$ cat config.mk
export PLATFORM = sky130hd
export DESIGN_NAME = instr_encoder
export DESIGN_NICKNAME = d
export VERILOG_FILES = /design/src/rtl/instr_encoder_pkg.sv /design/src/rtl/instr_encoder_pack.sv /design/src/rtl/instr_encoder.sv
export SDC_FILE = /design/constraint.sdc
export NUM_CORES = 1
export LEC_CHECK = 0
export ABC_AREA = 1
export CORE_MARGIN = 2
export CORE_UTILIZATION = 47
export DETAILED_ROUTE_END_ITERATION = 16
export PLACE_DENSITY = 0.76
export SLEW_MARGIN = 20
export SYNTH_ARGS = -nofsm -noshare
export SYNTH_HDL_FRONTEND = slang
export SYNTH_SLANG_ARGS = --single-unit
$ cat constraint.sdc
create_clock -name clk -period 7.15 [get_ports clk]
set_input_delay 1.43 -clock clk [delete_from_list [all_inputs] [get_ports clk]]
set_output_delay 1.43 -clock clk [all_outputs]
set_load 0.02 [all_outputs]
$ cat src/rtl/instr_encoder_pkg.sv
// Shared encoding constants for the instruction encoder and immediate generator.
// Holds opcodes, the request format enumeration and the canonical NOP word.
package instr_encoder_pkg;

    localparam logic [6:0] OP_I_ALU  = 7'b0010011;
    localparam logic [6:0] OP_LOAD   = 7'b0000011;
    localparam logic [6:0] OP_STORE  = 7'b0100011;
    localparam logic [6:0] OP_BRANCH = 7'b1100011;
    localparam logic [6:0] OP_JAL    = 7'b1101111;
    localparam logic [6:0] OP_JALR   = 7'b1100111;

    localparam logic [31:0] NOP_INSTR = 32'h0000_0013;

    typedef enum logic [2:0] {
        FMT_I_ALU  = 3'd0,
        FMT_LOAD   = 3'd1,
        FMT_STORE  = 3'd2,
        FMT_BRANCH = 3'd3,
        FMT_JAL    = 3'd4,
        FMT_JALR   = 3'd5
    } fmt_t;

    // True when imm[63:msb] is a pure sign extension (all zeros or all ones).
    function automatic logic fits_signed(input logic [63:0] imm, input int unsigned msb);
        logic signed [63:0] hi;
        hi = $signed(imm) >>> msb;
        return (hi == '0) || (hi == '1);
    endfunction

endpackage

$ cat src/rtl/instr_encoder_pack.sv
// Combinational field packer: builds the 32-bit word for one request and
// flags illegal formats or immediates that do not fit the target field.
module instr_pack
    import instr_encoder_pkg::*;
(
    input  logic [2:0]  fmt,
    input  logic [4:0]  rd,
    input  logic [4:0]  rs1,
    input  logic [4:0]  rs2,
    input  logic [2:0]  funct3,
    input  logic [63:0] imm,
    output logic [31:0] word,
    output logic        err
);

    logic [31:0] raw;
    logic        legal;

    always_comb begin
        raw   = NOP_INSTR;
        legal = 1'b0;
        case (fmt)
            FMT_I_ALU: begin
                raw   = {imm[11:0], rs1, funct3, rd, OP_I_ALU};
                legal = fits_signed(imm, 11);
            end
            FMT_LOAD: begin
                raw   = {imm[11:0], rs1, funct3, rd, OP_LOAD};
                legal = fits_signed(imm, 11);
            end
            FMT_STORE: begin
                raw   = {imm[11:5], rs2, rs1, funct3, imm[4:0], OP_STORE};
                legal = fits_signed(imm, 11);
            end
            FMT_BRANCH: begin
                raw   = {imm[12], imm[10:5], rs2, rs1, funct3, imm[4:1], imm[11], OP_BRANCH};
                legal = fits_signed(imm, 12) && !imm[0];
            end
            FMT_JAL: begin
                raw   = {imm[20], imm[10:1], imm[11], imm[19:12], rd, OP_JAL};
                legal = fits_signed(imm, 20) && !imm[0];
            end
            FMT_JALR: begin
                // Offset is treated as unsigned here, so only 0..4095 is accepted.
                raw   = {imm[11:0], rs1, 3'b000, rd, OP_JALR};
                legal = (imm[63:12] == '0);
            end
            default: begin
                raw   = NOP_INSTR;
                legal = 1'b0;
            end
        endcase
        word = legal ? raw : NOP_INSTR;
        err  = !legal;
    end

endmodule

$ cat src/rtl/instr_encoder.sv
// Request/response wrapper around instr_pack: three-phase capture, encode,
// present handshake with a running address and a saturating error counter.
module instr_encoder
    import instr_encoder_pkg::*;
#(
    parameter logic [63:0] BASE_ADDR = 64'h0
) (
    input  logic        clk,
    input  logic        reset,
    input  logic        flush,
    input  logic        in_valid,
    output logic        in_ready,
    input  logic [2:0]  in_fmt,
    input  logic [4:0]  in_rd,
    input  logic [4:0]  in_rs1,
    input  logic [4:0]  in_rs2,
    input  logic [2:0]  in_funct3,
    input  logic [63:0] in_imm,
    output logic        out_valid,
    input  logic        out_ready,
    output logic [31:0] out_instr,
    output logic [63:0] out_addr,
    output logic        out_err,
    output logic [15:0] err_count
);

    typedef enum logic [1:0] {
        IDLE = 2'd0,
        ENC  = 2'd1,
        OUT  = 2'd2
    } state_t;

    state_t state, state_next;

    logic [2:0]  cap_fmt;
    logic [4:0]  cap_rd, cap_rs1, cap_rs2;
    logic [2:0]  cap_funct3;
    logic [63:0] cap_imm;
    logic [31:0] pack_word;
    logic        pack_err;

    assign in_ready  = (state == IDLE) && !flush && !reset;
    assign out_valid = (state == OUT);

    instr_pack u_pack (
        .fmt    (cap_fmt),
        .rd     (cap_rd),
        .rs1    (cap_rs1),
        .rs2    (cap_rs2),
        .funct3 (cap_funct3),
        .imm    (cap_imm),
        .word   (pack_word),
        .err    (pack_err)
    );

    always_ff @(posedge clk or posedge reset) begin
        if (reset) begin
            state <= IDLE;
        end else if (flush) begin
            state <= IDLE;
        end else begin
            state <= state_next;
        end
    end

    always_comb begin
        state_next = state;
        case (state)
            IDLE:    if (in_valid) state_next = ENC;
            ENC:     state_next = OUT;
            OUT:     if (out_ready) state_next = IDLE;
            default: state_next = IDLE;
        endcase
    end

    always_ff @(posedge clk or posedge reset) begin
        if (reset) begin
            cap_fmt    <= '0;
            cap_rd     <= '0;
            cap_rs1    <= '0;
            cap_rs2    <= '0;
            cap_funct3 <= '0;
            cap_imm    <= '0;
        end else if (in_valid && in_ready) begin
            cap_fmt    <= in_fmt;
            cap_rd     <= in_rd;
            cap_rs1    <= in_rs1;
            cap_rs2    <= in_rs2;
            cap_funct3 <= in_funct3;
            cap_imm    <= in_imm;
        end
    end

    // Flush clears the presented word and address but keeps the error tally.
    always_ff @(posedge clk or posedge reset) begin
        if (reset) begin
            out_instr <= NOP_INSTR;
            out_err   <= 1'b0;
            out_addr  <= BASE_ADDR;
            err_count <= '0;
        end else if (flush) begin
            out_instr <= NOP_INSTR;
            out_err   <= 1'b0;
            out_addr  <= BASE_ADDR;
        end else if (state == ENC) begin
            out_instr <= pack_word;
            out_err   <= pack_err;
        end else if (state == OUT && out_ready) begin
            out_addr <= out_addr + 64'd4;
            if (out_err && err_count != '1) begin
                err_count <= err_count + 16'd1;
            end
        end
    end

endmodule

==> run summary, run 1 <==
die width - 152 microns
io pins - 205
drt drc - 0
Worst-Skew Late Latency - 440 ps
Max FO, Critical Path - 16
area leader, netlist - dfrtp_1
synth unique cells - 49
H-tree depth - 4
routing usage on met1 - 34.3%
required time worst endpoint - 5720 ps
Top FF cell, synth - dfrtp_1
Peak VDD IR - 0.151 mV
clock buffer depth - 2
sequential area share after synthesis - 47.9%
Mapped Cells - 1270
CP startpoint kind - input pin
reg2reg path depth - 13
ANT cells - 0
die area - 23000 sq um
post-cts sizing count - 0
CP Class - input pin to output pin
port bufs - 200
row count - 54
grt peak-use layer - met2
synth warn - 0
Worst-path clk slew - 70 ps
Reg-to-Reg Start - cap_imm[40]
area share of the largest cell type after synthesis - 47.6%
critical path depth - 6
Power Density - 217 nW/um^2
largest net degree at the start of global routing - 136
Post-CTS Setup Inserts - 0
Iter 0 DRT Violations - 770
FFs w/ async S/R, synth - 100%
worst path bufs/invs - 4
clk sinks - 196
FF+latch count, synth - 196
initial antenna violation count - 0
fin nets - 1552
final instance area - 13100 sq um
top post-synthesis cells by count - nand2_1 (279), dfrtp_1 (195), nor2_1 (172)
GP Congestion - 0.917
die height - 152 microns
HPWL Detailed - 20000 microns
Mapped Area - 10200 sq um
TritonCTS buffer count - 17
Critical Path End Type - output pin
GRT Total Usage - 24.5%
post-DR vias/cell - 5.35
first-pass GRT wire length - 44100 microns
worst min path class - register to register
synthesized area per cell - 8.07 sq um
run status - finished clean
layout cells sized above 1 - 9.46%
Slowest-stage cell, CP - clkdlybuf4s50_1
Crit. Startpoint - flush
Worst EP arrival - 3040 ps
routed len/inst - 15.8 microns
Layout Area Growth over Synthesis - 27.8%
Worst path top cell family by delay - buffers and inverters
via count - 9360
met3 usage - 4.31%
Worst Skew - 12.7 ps
Leak Pwr - 0.00584 uW
largest cells by area after synthesis - dfrtp_1 (48%), nand2_1 (10%), nor2_1 (6.3%)
GR Util met2 - 38.9%
Post-synth EDFFs - 0
worst slew pin tran - 1060 ps
fill cell instance count of the final layout - 1939
Slew Limit Headroom - 28.9%
DP Area - 12500 sq um
core area - 21600 sq um
clk root buf - clkbuf_16
# setup viols final - 0
endpoints failing hold - 0
CP Capture Point - in_ready
CTS tree - done
DRT antenna net count - 0
Tmin final - 4470 ps
setup TNS - 0 ps
worst path cell trace - clkdlybuf4s50_1 > buf_4 > nor2_1 > inv_1 > nor2_1 > clkdlybuf4s50_1
RR Endpoint - out_instr[6]
TritonRoute pass-1 iters - 5
CTS Hold Buffers Added - 0
RSZ-0062 raised after global routing - no
most common cell in the netlist - nand2_1
Worst R2R Setup Slack - 4640 ps
GR Overflow Total - 0
Final period util - 62.6%
fmax - 0.224 GHz
max-slew violations - 0
Initial Util - 47.4%
final wirelength - 27600 microns
max-cap violations - 0
Crit path largest cell delay - 640 ps
vias in the first global route - 8706
## sequential cells by signal, indices dropped and copies added (netlist names)
name	count
cap_rd	5
out_err	1
cap_fmt	3
state	2
cap_rs2	5
cap_funct3	3
cap_rs1	5
out_instr	30
err_count	16
cap_imm	64
out_addr	62
## per-layer routing
metal	vias to the layer above	routed length, microns	share of wire, %
li1	4506	-	-
met1	4433	12300	44
met2	372	12900	47
met3	49	1930	7.0
met4	0	580	2.1
met5	-	0	0
## how the worst min path moves through the flow
| stage | startpoint | endpoint | slack [ps] | cells after the start |
|---|---|---|---|---|
| floorplan | cap_rs2[0] | cap_rs2[0] | 480 | 1 |
| global placement | out_instr[21] | out_instr[21] | 460 | 2 |
| detailed placement | out_instr[8] | out_instr[8] | 470 | 2 |
| CTS | out_instr[8] | out_instr[8] | 490 | 2 |
| global route | out_instr[17] | out_instr[17] | 510 | 2 |
| finish | out_instr[8] | out_instr[8] | 490 | 2 |
## cell families (layout without fill, tap and decap cells)
| group | after synthesis | in the layout | share of synthesized area, % |
|---|---|---|---|
| adders and majority gates | 5 | 5 | 0.610 |
| other | 2 | 4 | 0.0733 |
| buffers and inverters | 194 | 392 | 7.43 |
| and+or+nand+nor | 660 | 660 | 29.3 |
| AOI/OAI and AO/OA | 144 | 144 | 7.48 |
| muxes | 54 | 54 | 5.93 |
| DFF | 196 | 196 | 47.9 |
| xor gates and xnor gates | 15 | 15 | 1.28 |
## power breakdown
group | total (uW) | switching [uW] | internal (uW) | leakage, uW
clock | 1000 | 486 | 515 | 0.000304
combinational | 468 | 261 | 207 | 0.00303
sequential | 1370 | 111 | 1260 | 0.00251
total | 2840 | 858 | 1980 | 0.00584
## through the flow
step           hold slack (ps)  setup WS, ps  total power [uW]  std cells  utilization, %
2_1_floorplan              480           381              1700       1272               -
3_3_place_gp               464          2670              1840       1718            57.7
3_5_place_dp               467          2680              1860       1718            57.7
4_1_cts                    486          2670              2870       1750            60.6
5_1_grt                    512          2570              2990       1750            60.6
6_report                   486          2680              2840       1750            60.6
## cells in the final DEF, fill, tap and decap left out, types with 8 or more instances in the layout
| cell type | n |
|---|---|
| a21oi_1 | 77 |
| o22ai_1 | 8 |
| mux2_2 | 54 |
| nor2_1 | 172 |
| nand2_1 | 278 |
| nor2_2 | 10 |
| nand3_1 | 78 |
| dfrtp_1 | 195 |
| nor3_1 | 37 |
| inv_1 | 150 |
| xor2_1 | 8 |
| clkdlybuf4s50_1 | 200 |
| nand2_2 | 9 |
| nand4_1 | 30 |
| o21ai_0 | 41 |
| clkbuf_16 | 17 |
## worst register-to-register path, delay by kind of cell (launching register included)
family,cells,cell delay [ps]
AND/OR/NAND/NOR,13,2060
flip-flops,1,390
## area by class of cell
cell class	instances	area, sq um	share of cell area, %
flip-flops and latches	196	4910	37.4
clock buffers	18	439	3.35
clock inverters	14	188	1.43
repair buffers	203	2020	15.5
multi-input cells	882	4600	35.1
inverters	157	598	4.56
well taps	280	350	2.67
No activity file was read; power rests on OpenSTA's default activity.
==> run 2, diff against run 1 <==
clock period = 3.94 ns   (was 7.15 ns; I/O delays follow)
==> run 2 against run 1 <==
Compared with the run above: via count shrank 1.4%; combinational power grew 83%; clock skew grew 1.7 ps; clock power grew 79%; worst setup slack lost 1800 ps; critical path depth shrank 1; routed wire length shrank 0.15%; worst hold slack lost 6.0 ps; highest routed layer unchanged; sequential share of layout area shrank 0.24 points; cell area grew 0.64%; global-route usage is essentially flat; largest cell class unchanged; critical path type unchanged.
==> run summary, run 2 (synthesis gave the netlist of run 1 again) <==
Placed Instances - 1726 (was 1718)
Max FO, Critical Path - 2 (was 16)
die area - 23000 sq um (unchanged)
Core Util, Final - 61.0% (was 60.6%)
die height - 152 microns (unchanged)
row count - 54 (unchanged)
DRT antenna net count - 0 (unchanged)
io pins - 205 (unchanged)
RSZ-0062 raised after global routing - no (unchanged)
Peak VDD IR - 0.286 mV (was 0.151 mV)
clk root buf - clkbuf_16 (unchanged)
Hold Slack - 480 ps (was 486 ps)
Most flops, register - cap_imm (unchanged)
HPWL Detailed - 20300 microns (was 20000 microns)
RR Endpoint - out_instr[4] (was out_instr[6])
clk sinks - 196 (unchanged)
post-cts sizing count - 0 (unchanged)
port bufs - 200 (unchanged)
GR Overflow Total - 0 (unchanged)
final wirelength - 27600 microns (about the same)
initial antenna violation count - 1 (was 0)
Hold Crit Depth - 2 (unchanged)
Tmin final - 3070 ps
HP Start - out_instr[9] (was out_instr[8])
endpoints failing hold - 0 (unchanged)
Critical Path End Type - output pin (unchanged)
run status - finished clean (unchanged)
post-DR vias/cell - 5.25 (was 5.35)
layout cells sized above 1 - 9.95% (was 9.46%)
reg2reg path depth - 14 (was 13)
clock buffer depth - 2 (unchanged)
GP Congestion - 0.923 (was 0.917)
Post-CTS Setup Inserts - 0 (unchanged)
Slew Limit Headroom - 30.5% (was 28.9%)
fin nets - 1560 (was 1552)
max-cap violations - 0 (unchanged)
TritonRoute pass-1 iters - 5 (unchanged)
Final period util - 78.0%
first-pass GRT wire length - 44300 microns (was 44100 microns)
Iter 0 DRT Violations - 728 (was 770)
Worst Skew - 14.4 ps (was 12.7 ps)
Worst-Skew Late Latency - 440 ps (about the same)
fill cell instance count of the final layout - 1910 (was 1939)
setup TNS - 0 ps (unchanged)
required time worst endpoint - 3150 ps (was 5720 ps)
core area - 21600 sq um (unchanged)
routed len/inst - 15.7 microns (was 15.8 microns)
CTS tree - done (unchanged)
Initial Util - 47.4% (unchanged)
via count - 9227 (was 9360)
biggest regs - cap_imm: 64 flops, out_addr: 62 flops, out_instr: 30 flops (unchanged)
GRT Total Usage - 24.6% (was 24.5%)
CP Class - input pin to output pin (unchanged)
Power Density - 390 nW/um^2 (was 217 nW/um^2)
# setup viols final - 0 (unchanged)
Leak Pwr - 0.00588 uW (was 0.00584 uW)
max-slew violations - 0 (unchanged)
Worst R2R Setup Slack - 1480 ps (was 4640 ps)
FF+latch area - 4910 sq um (unchanged)
commonest non-fill, non-tap cell in the layout - nand2_1 (unchanged)
H-tree depth - 4 (unchanged)
drt drc - 0 (unchanged)
Worst EP arrival - 2290 ps (was 3040 ps)
multi-input logic area - 4600 sq um (unchanged)
Final Instance Count excl. Fillers - 1759 (was 1750)
fmax - 0.325 GHz
worst min path class - register to register (unchanged)
Reg-to-Reg Start - cap_imm[12] (was cap_imm[40])
TritonCTS buffer count - 17 (unchanged)
Hold EP - out_instr[9] (was out_instr[8])
largest net degree at the start of global routing - 72 (was 136)
Worst-path clk slew - 80 ps (was 70 ps)
CTS Hold Buffers Added - 0 (unchanged)
Layout Area Growth over Synthesis - 28.7% (was 27.8%)
die width - 152 microns (unchanged)
max reg flops - 64 (unchanged)
vias in the first global route - 8774 (was 8706)
CP startpoint kind - input pin (unchanged)
worst slew pin tran - 1040 ps (was 1060 ps)
most frequent cells in the layout - nand2_1 (278), clkdlybuf4s50_1 (200), dfrtp_1 (195), nor2_1 (172), inv_1 (150) (unchanged)
==> run 2: metrics by stage <==
step           instance area (sq um)  total power [uW]  worst slack [ps]
2_1_floorplan                  10300              3080               620
5_1_grt                        13200              5410               740
4_1_cts                        13200              5180               860
6_report                       13200              5140               867
3_5_place_dp                   12600              3390               876
3_3_place_gp                   12600              3350               858
==> run 2: cell type report <==
type / instances / share of cell area [%]
antenna: 1 / 0.0190
clock buffer: 18 / 3.33
clock inverter: 14 / 1.33
inverter: 157 / 4.51
multi-input combinational: 882 / 34.9
sequential: 196 / 37.2
tap: 280 / 2.66
timing repair buffer: 211 / 16.1
==> run 2: critical path: stages <==
cell	delay [ps]
clkdlybuf4s50_1	420
nor2_1	100
inv_1	110
nor2_1	220
clkdlybuf4s50_1	650
==> run 2: how the worst max path moves through the flow <==
| stage | start | endpoint | slack (ps) | depth (start not counted) |
|---|---|---|---|---|
| 3_5_place_dp | flush | in_ready | 880 | 5 |
| 3_3_place_gp | flush | in_ready | 860 | 5 |
| 5_1_grt | flush | in_ready | 740 | 5 |
| 4_1_cts | flush | in_ready | 860 | 5 |
| 6_report | flush | in_ready | 870 | 5 |
| 2_1_floorplan | reset | cap_fmt[0] | 620 | 1 |
==> run 2: per-layer routing <==
layer / share of wire, % / routed length (microns) / track usage, % / vias up
li1: - / - / - / 4508
met1: 44 / 12200 / 34.7 / 4348
met2: 47 / 12900 / 38.7 / 323
met3: 6.6 / 1820 / 3.77 / 48
met4: 2.4 / 654 / 8.47 / 0
met5: 0 / 0 / 0 / -
==> run 2: report_power, final <==
part           internal, uW  total [uW]  switching [uW]
registers              2290        2490             204
logic                   385         858             473
clock network           884        1790             904
==> run 3, diff against run 2 <==
clock period = 2.8 ns   (was 3.94 ns; I/O delays follow)
==> run 3 against run 2 <==
Compared with the run above: global-route usage up 0.14 points; worst setup slack got worse by 590 ps; count of clock-buffer cells in the layout shrank 1; non-clock buffer count rose by 3; via count is 0.14% higher; clock power up 47%; first-iteration DRC count fell by 7.1%; register-to-register slack worse by 930 ps; sequential power up 41%; highest routed layer unchanged.
==> run summary, run 3 (synthesis gave the netlist of run 1 again) <==
fmax - 0.396 GHz
required time worst endpoint - 2240 ps (was 3150 ps)
Slowest-stage cell, CP - clkdlybuf4s50_1 (unchanged)
Critical Path End Type - output pin (unchanged)
clk root buf - clkbuf_16 (unchanged)
TritonRoute pass-1 iters - 8 (was 5)
post-cts sizing count - 0 (unchanged)
largest net degree at the start of global routing - 77 (was 72)
Worst-Skew Late Latency - 440 ps (about the same)
core area - 21600 sq um (unchanged)
HPWL Detailed - 20500 microns (was 20300 microns)
fin nets - 1563 (was 1560)
Worst R2R Setup Slack - 550 ps (was 1480 ps)
Crit path largest cell delay - 630 ps (was 650 ps)
Placed Instances - 1729 (was 1726)
Worst EP arrival - 1970 ps (was 2290 ps)
die area - 23000 sq um (unchanged)
TritonCTS buffer count - 17 (unchanged)
Iter 0 DRT Violations - 676 (was 728)
run status - finished clean (unchanged)
final wirelength - 27600 microns (about the same)
Crit. Startpoint - flush (unchanged)
max-slew violations - 0 (unchanged)
drt drc - 0 (unchanged)
CTS Hold Buffers Added - 0 (unchanged)
layout cells sized above 1 - 10.1% (was 9.95%)
Power Density - 557 nW/um^2 (was 390 nW/um^2)
port bufs - 200 (unchanged)
die width - 152 microns (unchanged)
DRT antenna net count - 0 (unchanged)
Most flops, register - cap_imm (unchanged)
GRT Total Usage - 24.7% (was 24.6%)
# setup viols final - 0 (unchanged)
Final Instance Count excl. Fillers - 1761 (was 1759)
RSZ-0062 raised after global routing - no (unchanged)
most frequent cells in the layout - nand2_1 (278), clkdlybuf4s50_1 (200), dfrtp_1 (195), nor2_1 (172), inv_1 (150) (unchanged)
Final period util - 90.2%
row count - 54 (unchanged)
max-cap violations - 0 (unchanged)
grt peak-use layer - met2 (unchanged)
H-tree depth - 4 (unchanged)
GP Congestion - 0.939 (was 0.923)
vias in the first global route - 8771 (was 8774)
pre-CTS worst setup slack - 269 ps (was 876 ps)
Post-CTS Setup Inserts - 0 (unchanged)
FF+latch area - 4910 sq um (unchanged)
via count - 9240 (was 9227)
met3 usage - 3.98% (was 3.77%)
routed len/inst - 15.7 microns (about the same)
ANT cells - 0 (was 1)
commonest non-fill, non-tap cell in the layout - nand2_1 (unchanged)
Peak VDD IR - 0.393 mV (was 0.286 mV)
Layout Area Growth over Synthesis - 29.2% (was 28.7%)
CP startpoint kind - input pin (unchanged)
GR Util met2 - 39.8% (was 38.7%)
Initial Util - 47.4% (unchanged)
Leak Pwr - 0.00591 uW (was 0.00588 uW)
reg2reg path depth - 10 (was 14)
endpoints failing hold - 0 (unchanged)
multi-input logic area - 4600 sq um (unchanged)
Worst Skew - 14.5 ps (was 14.4 ps)
routing usage on met1 - 34.9% (was 34.7%)
biggest regs - cap_imm: 64 flops, out_addr: 62 flops, out_instr: 30 flops (unchanged)
clk sinks - 196 (unchanged)
first-pass GRT wire length - 44700 microns (was 44300 microns)
worst path cell trace - clkdlybuf4s50_1 > nor2_1 > inv_1 > nor2_1 > clkdlybuf4s50_1 (unchanged)
post-DR vias/cell - 5.25 (about the same)
Core Util, Final - 61.3% (was 61.0%)
die height - 152 microns (unchanged)
Worst-path clk slew - 80 ps (about the same)
CTS tree - done (unchanged)
RR Endpoint - out_addr[56] (was out_instr[4])
worst slew pin tran - 721 ps (was 1040 ps)
CP Class - input pin to output pin (unchanged)
clock buffer depth - 2 (unchanged)
total power - 7370 uW (was 5140 uW)
worst min path class - register to register (unchanged)
Slew Limit Headroom - 51.7% (was 30.5%)
Worst Slack Setup Final - 274 ps (was 867 ps)
fill cell instance count of the final layout - 1908 (was 1910)
initial antenna violation count - 0 (was 1)
CP Capture Point - in_ready (unchanged)
io pins - 205 (unchanged)
Tmin final - 2530 ps
Max FO, Critical Path - 2 (unchanged)
max reg flops - 64 (unchanged)
Reg-to-Reg Start - out_addr[2] (was cap_imm[12])
GR Overflow Total - 0 (unchanged)
-- run 3: final cells by class --
type                    count  area share [%]
flip-flops and latches    196            37.0
multi-input cells         882            34.7
repair buffers            214            16.3
inverters                 157            4.49
clock buffers              17            3.21
well taps                 280            2.65
clock inverters            15            1.62
-- run 3: where the power goes --
| group | switching (uW) | internal (uW) | leakage, uW |
|---|---|---|---|
| combinational | 673 | 554 | 0.00310 |
| clock | 1300 | 1330 | 0.000311 |
| sequential | 291 | 3220 | 0.00251 |
| total | 2270 | 5110 | 0.00591 |
-- run 3: through the flow --
step	hold slack (ps)	setup TNS (ps)	instance area [sq um]
finish	483	0	13200
CTS	487	0	13200
global placement	461	0	12600
floorplan	480	-56860	10300
detailed placement	466	0	12600
global route	499	0	13200
-- run 3: critical path: cells and delay by family --
kind | cells | cell delay, ps
buf+inv | 3 | 1150
simple gates | 2 | 250
-- run 3: worst min path at each step --
stage / end / depth (start not counted) / startpoint
2_1_floorplan: cap_rs2[0] / 1 / cap_rs2[0]
3_5_place_dp: out_instr[23] / 2 / out_instr[23]
6_report: out_instr[28] / 2 / out_instr[28]
3_3_place_gp: out_instr[22] / 2 / out_instr[22]
4_1_cts: out_instr[23] / 2 / out_instr[23]
5_1_grt: out_instr[6] / 2 / out_instr[6]
-- run 3: layer usage --
metal  vias up  share of wire [%]
met5         -                  0
met4         0                1.6
met3        36                6.5
met2       309                 47
met1      4380                 44
li1       4515                  -
